[config.mk]
export PLATFORM = sky130hd
export DESIGN_NAME = soma_operand_loader
export DESIGN_NICKNAME = d
export VERILOG_FILES = /design/src/rtl/soma_operand_loader.sv
export SDC_FILE = /design/constraint.sdc
export NUM_CORES = 1
export LEC_CHECK = 0
export CAP_MARGIN = 30
export CORE_MARGIN = 2
export CORE_UTILIZATION = 38
export DETAILED_ROUTE_END_ITERATION = 8
export GPL_TIMING_DRIVEN = 0
export PLACE_DENSITY = 0.86
export SETUP_SLACK_MARGIN = 0.02
export SYNTH_ARGS = -nofsm -noshare
export SYNTH_HDL_FRONTEND = slang
export SYNTH_SLANG_ARGS = --single-unit
[constraint.sdc]
create_clock -name clk -period 1.4 [get_ports clk]
set_clock_uncertainty 0.15 [all_clocks]
set_input_delay 0.21 -clock clk [delete_from_list [all_inputs] [get_ports clk]]
set_output_delay 0.21 -clock clk [all_outputs]
set_load 0.005 [all_outputs]
[src/rtl/soma_operand_loader.sv]
// soma_operand_loader: sequential front/back end for the combinational signed
// adder. Loads operand A then operand B from one shared bus on successive
// load strobes, drives them to the adder, and captures S/Z/N/P one cycle later.
//
// Optional feature: define SOMA_OVF_EN to add a registered signed-overflow flag;
// without it, ovf is tied low and no overflow register exists.
//
// Ports:
//   clk, rst_n          clock, asynchronous active-low reset
//   din                 operand data, sampled on an accepted load strobe
//   load                load request level (rising edge accepted)
//   clear               synchronous clear, dominates load
//   a, b                registered operands to the adder (signed)
//   s_in, z_in, n_in, p_in  adder sum and flags
//   result, z, n, p     registered captured sum and flags
//   state               current FSM state encoding
//   done                result/flags valid for the current A,B pair
//   ovf                 signed overflow (SOMA_OVF_EN only, else 0)
module soma_operand_loader #(
  parameter int unsigned NBITS = 8
) (
  input  logic                    clk,
  input  logic                    rst_n,
  input  logic        [NBITS-1:0] din,
  input  logic                    load,
  input  logic                    clear,
  output logic signed [NBITS-1:0] a,
  output logic signed [NBITS-1:0] b,
  input  logic        [NBITS-1:0] s_in,
  input  logic                    z_in,
  input  logic                    n_in,
  input  logic                    p_in,
  output logic signed [NBITS-1:0] result,
  output logic                    z,
  output logic                    n,
  output logic                    p,
  output logic        [1:0]       state,
  output logic                    done,
  output logic                    ovf
);

  typedef enum logic [1:0] {
    ST_A    = 2'd0,
    ST_B    = 2'd1,
    ST_CAP  = 2'd2,
    ST_DONE = 2'd3
  } state_e;

  state_e                  state_q, state_d;
  logic                    load_q, load_d;
  logic signed [NBITS-1:0] a_q, a_d;
  logic signed [NBITS-1:0] b_q, b_d;
  logic signed [NBITS-1:0] result_q, result_d;
  logic                    z_q, z_d;
  logic                    n_q, n_d;
  logic                    p_q, p_d;
  logic                    done_q, done_d;
  logic                    ld_c;

  // One strobe per rising edge of the (possibly held) load level
  assign ld_c = load & ~load_q;

  // Next-state and datapath
  always_comb begin
    state_d  = state_q;
    load_d   = load;
    a_d      = a_q;
    b_d      = b_q;
    result_d = result_q;
    z_d      = z_q;
    n_d      = n_q;
    p_d      = p_q;
    done_d   = done_q;

    if (clear) begin
      state_d  = ST_A;
      a_d      = '0;
      b_d      = '0;
      result_d = '0;
      z_d      = 1'b0;
      n_d      = 1'b0;
      p_d      = 1'b0;
      done_d   = 1'b0;
    end else begin
      case (state_q)
        ST_A: begin
          if (ld_c) begin
            a_d     = din;
            state_d = ST_B;
          end
        end
        ST_B: begin
          if (ld_c) begin
            b_d     = din;
            state_d = ST_CAP;
          end
        end
        // b was written last edge, so the adder output has settled
        ST_CAP: begin
          result_d = s_in;
          z_d      = z_in;
          n_d      = n_in;
          p_d      = p_in;
          done_d   = 1'b1;
          state_d  = ST_DONE;
        end
        // Chained entry: old result stays visible until the next capture
        ST_DONE: begin
          if (ld_c) begin
            a_d     = din;
            done_d  = 1'b0;
            state_d = ST_B;
          end
        end
        default: state_d = ST_A;
      endcase
    end
  end

  // State and output registers
  always_ff @(posedge clk or negedge rst_n) begin
    if (!rst_n) begin
      state_q  <= ST_A;
      load_q   <= 1'b0;
      a_q      <= '0;
      b_q      <= '0;
      result_q <= '0;
      z_q      <= 1'b0;
      n_q      <= 1'b0;
      p_q      <= 1'b0;
      done_q   <= 1'b0;
    end else begin
      state_q  <= state_d;
      load_q   <= load_d;
      a_q      <= a_d;
      b_q      <= b_d;
      result_q <= result_d;
      z_q      <= z_d;
      n_q      <= n_d;
      p_q      <= p_d;
      done_q   <= done_d;
    end
  end

`ifdef SOMA_OVF_EN
  logic ovf_q, ovf_d;

  // Overflow: like-signed operands giving a sum of the opposite sign
  always_comb begin
    ovf_d = ovf_q;
    if (clear) begin
      ovf_d = 1'b0;
    end else if (state_q == ST_CAP) begin
      ovf_d = (a_q[NBITS-1] == b_q[NBITS-1]) && (s_in[NBITS-1] != a_q[NBITS-1]);
    end else if ((state_q == ST_DONE) && ld_c) begin
      ovf_d = 1'b0;
    end
  end

  always_ff @(posedge clk or negedge rst_n) begin
    if (!rst_n) begin
      ovf_q <= 1'b0;
    end else begin
      ovf_q <= ovf_d;
    end
  end

  assign ovf = ovf_q;
`else
  assign ovf = 1'b0;
`endif

  assign a      = a_q;
  assign b      = b_q;
  assign result = result_q;
  assign z      = z_q;
  assign n      = n_q;
  assign p      = p_q;
  assign state  = state_q;
  assign done   = done_q;

endmodule

Word-level counts from Yosys, hierarchy flattened
Index checks and enable logic that the tools add are counted. W data, S select, Z words.

Flip-flop bits (word level): 31. Output and inout port bits: 31. Word-level logic and storage cells: 48.

Equal/unequal tests: 6. Muxes and demuxes: 20. Bitwise logic cells: 2. Reductions and logical operators: 11.

Operators by type and width (number): $mux W8 (7); $mux W1 (8); $reduce_and A2 Y1 (4); $reduce_bool A2 Y1 (4); $mux W2 (3); $ne A3 B3 Y1 const B (2); $pmux W2 S3 (1); $eq A2 B2 Y1 const B (2); $ne A3 B1 Y1 const B (1); $reduce_bool A3 Y1 (1); $eq A2 B1 Y1 const B (1); $logic_not A2 Y1 (1); $pmux W1 S2 (1); $reduce_or A2 Y1 (1); $and A1 B1 Y1 (1); $not A1 Y1 (1).

Longest topological paths before layout
Depth in word-level cells: 5. Mapped depth: 6.

Least setup slack after synthesis
OpenSTA, ideal clock, no wires.

Kind: reg-to-reg. Start: reg state_q[0] (netlist: state[0]). End: reg a_q[0] (netlist: a[0]). Library setup time: 0.136 ns. Data arrival time: 1.194 ns. Required time: 1.114 ns. Slack: -0.081 ns. Cell stages (with the launch flop): 7. Buffers on the path: 1. Cells stage by stage: dfrtp_1 > inv_1 > ha_1 > and3b_1 > buf_2 > nand2_1 > a21oi_1.

Longest elaborated chain between the ends: 4.

Ends and longest elaborated chain: start: declaration (RTL line 49) `state_e state_q, state_d;`; start signal: assignment (RTL line 133) `state_q <= state_d;`; $eq A2 B2 Y1 / $logic_not A2 Y1 (equally long branches) (RTL line 85) `case (state_q)`; $reduce_or A2 Y1 (no line) (*); $reduce_bool A2 Y1 (no line) (*); $reduce_and A2 Y1 (no line) (*); end signal: assignment (RTL line 125) `a_q <= '0;`; end signal: assignment (RTL line 135) `a_q <= a_d;`; end: declaration (RTL line 51) `logic signed [NBITS-1:0] a_q, a_d;`.

Every way passes the cells marked *; elsewhere a longest branch is shown, timed or not. A chain may end at the register's enable or synchronous reset.

Worst setup path in the final report
Start: reg state_q[1] (netlist: state[1]). End: reg a_q[3] (netlist: a[3]).

Same word-level chain as after synthesis.

==> reports/metrics.yaml <==
status: "finished, violations left"
violations: "setup timing"
synth_cell_type_count: 16
initial_utilization: 0.393
dpl_cell_area_um2: 1920
cts_tree: "yes"
clk_pin_slew_ps: 100
rsz0062_at_grt: "yes"
port_buffers: 51
stdcell_area_um2: 2210
avgSynthCellArea_um2: 10.2
die_y_um: 62.5
wl_um: 3310
yosysSeqAreaShare: 0.597
crit_chain: "buf_12 > ha_4 > and3b_1 > buf_6 > nand2_1 > a21oi_1"
cp_slowest_cell: "dfrtp_2"
synth-simple-area-share: 0.163
r2r_cells: 6
critPathMaxFanout: 8
setup_ws_ps: -130
ys.warnings.count: 0
drt_iter0_markers: 64
timing.final.crit_period_ps: 1530
power_density_nw_per_um2: 1440
ys_seq_elements: 31
grt_pass1_wl_um: 5420
antennaDiodeCount: 0
syn_to_final_growth_pct: 70.4
syn_area_um2: 1300
drcViolationCount: 0
worstReg2RegEnd: "a[3]"
critPathKind: "flip-flop to flip-flop"
dp_hpwl_um: 2140
numCtsBuffers: 5
drive_gt1_frac: 0.225
clkSinkCount: 31
final_nets: 229
fin_crit_sh: 1.09
viasPerCell: 4.64
synth_top_area_share: 0.597
report.final.slew_viol_count: 0
finalHoldViolCount: 0
slew_headroom: 0.429
setup_violations: 22
grt_pass1_vias: 1170
p_leak_nw: 1.05
synthTopCellsByArea: "dfrtp_1 (60%), nand2_1 (10%), mux2i_1 (8.5%)"
synth_compound_area_frac: 0.0905
power.total_mw: 3.18
overflow: 0
place_congestion: 0.717
layout_common_cells: "nand2_1 (30), dfrtp_1 (30), clkdlybuf4s50_1 (21)"
hold_buffers: 0
cap_violations: 0
ir_drop_mv: 0.873
hold_class: "input pin to flip-flop"
numPlacedInstances: 226
synth_fa_ha_area_frac: 0.0289
htreeDepth: 2
dr.pass1.iters: 6
route.vias.total: 1160
end_kind: "flip-flop"
max_freq_mhz: 654
muxShareOfSynthArea: 0.0847
synth_xor_area_frac: 0
clockRootBuffer: "clkbuf_4"
yosysTopAreaCell: "dfrtp_1"
critPathMaxStageDelay_ps: 440
crit_required_ps: 1500
io_pins: 54
synth_fp_nets: 154
rows: 21
fill_cells: 268
clock_latency_ps: 320
clock_path_buffers: 2
worstPathArrival_ps: 1630
r2r_start: "state[1]"
critPathLaunch: "state[1]"
antenna_found_initial: 0
grt_max_degree: 18
postRouteAntennaNets: 0
wire_per_inst_um: 13.2
rrSetupSlack_ps: -130
die_w_um: 62.5
core_um2: 3310
dieArea_um2: 3910
synth_top_family_by_area: "simple AND/OR/NAND/NOR gates"
synthesis.instances: 128
cp-start-kind: "flip-flop"
track_usage: 0.178
layout.cells.non_filler: 250
endpoint: "a[3]"
tns_ps: -1550
worstMarginPinSlew_ps: 854
[final cells by class]
class                           instances  area, um2  share of cell area
Buffer                                  7       61.3              0.0277
Clock buffer                            6       51.3              0.0232
Clock inverter                          2       35.0              0.0158
Inverter                                2       12.5             0.00565
Multi-Input combinational cell         88        544               0.246
Sequential cell                        31        777               0.351
Tap cell                               46       57.6              0.0260
Timing Repair Buffer                   68        676               0.305
[Yosys cell counts (all sizes together)]
| master | instances |
|---|---|
| nand3b | 2 |
| nand2b | 1 |
| nor2 | 11 |
| mux2i | 11 |
| clkbuf | 3 |
| a21o | 2 |
| ha | 3 |
| dfrtp | 31 |
| and3b | 2 |
| inv | 2 |
| o21bai | 1 |
| nand2 | 35 |
| conb | 1 |
| buf | 4 |
| a21oi | 19 |
[report_power, final]
group | leakage (nW) | internal [mW] | switching [mW]
sequential | 0.421 | 1.05 | 0.0907
clock | 0.0482 | 0.422 | 0.304
combinational | 0.585 | 0.796 | 0.521
total | 1.05 | 2.26 | 0.916
[critical path, delay by kind of cell (launching register included)]
family                   cells  cell delay, ps
AND/OR/NAND/NOR              2             220
flip-flops                   1             440
adder cells (fa/ha/maj)      1             270
buffers and inverters        2             270
AO/OA/AOI/OAI                1             120
[kinds of logic (layout without fill, tap and decap cells)]
logic type               count (synthesis)  count (layout)
AND/OR/NAND/NOR                         51              51
multiplexers                            11              11
other                                    1               1
flip-flops                              31              31
adder cells (fa/ha/maj)                  3               3
AO/OA/AOI/OAI                           22              22
buffers and inverters                    9              85
[what timing repair did]
item	in CTS	in global routing
cloned	1	0
setup buffers	11	4
hold endpoints to repair	0	0
pin swaps	16	7
resized for setup	47	20
setup endpoints to repair	56	43
[through the flow]
stage | util | setup slack, ps | hold slack, ps
floorplan | - | 21.3 | -236
global placement | 0.571 | -590 | 350
detailed placement | 0.579 | -173 | 360
CTS | 0.647 | -113 | 95.8
global route | 0.669 | -173 | 151
finish | 0.669 | -130 | 95.5
[registers in the layout, summed over array words and instances (netlist names)]
signal,flops
a,8
load_q,1
n,1
done,1
z,1
state,2
b,8
p,1
result,8
[worst min-delay path by stage]
stage | startpoint | to | slack, ps | depth (start not counted)
floorplan | rst_n | a[0] | -240 | 0
global route | clear | result[1] | 150 | 2
detailed placement | p | p | 360 | 2
CTS | clear | result[1] | 100 | 2
finish | clear | z | 100 | 2
global placement | result[4] | result[4] | 350 | 2
[metal layers]
layer,share of wire,vias up,GRT usage
li1,-,568,-
met1,0.41,546,0.223
met2,0.51,42,0.293
met3,0.070,4,0.0450
met4,0.011,0,0.0750
met5,0,-,0
No activity file was read; power rests on OpenSTA's default activity.
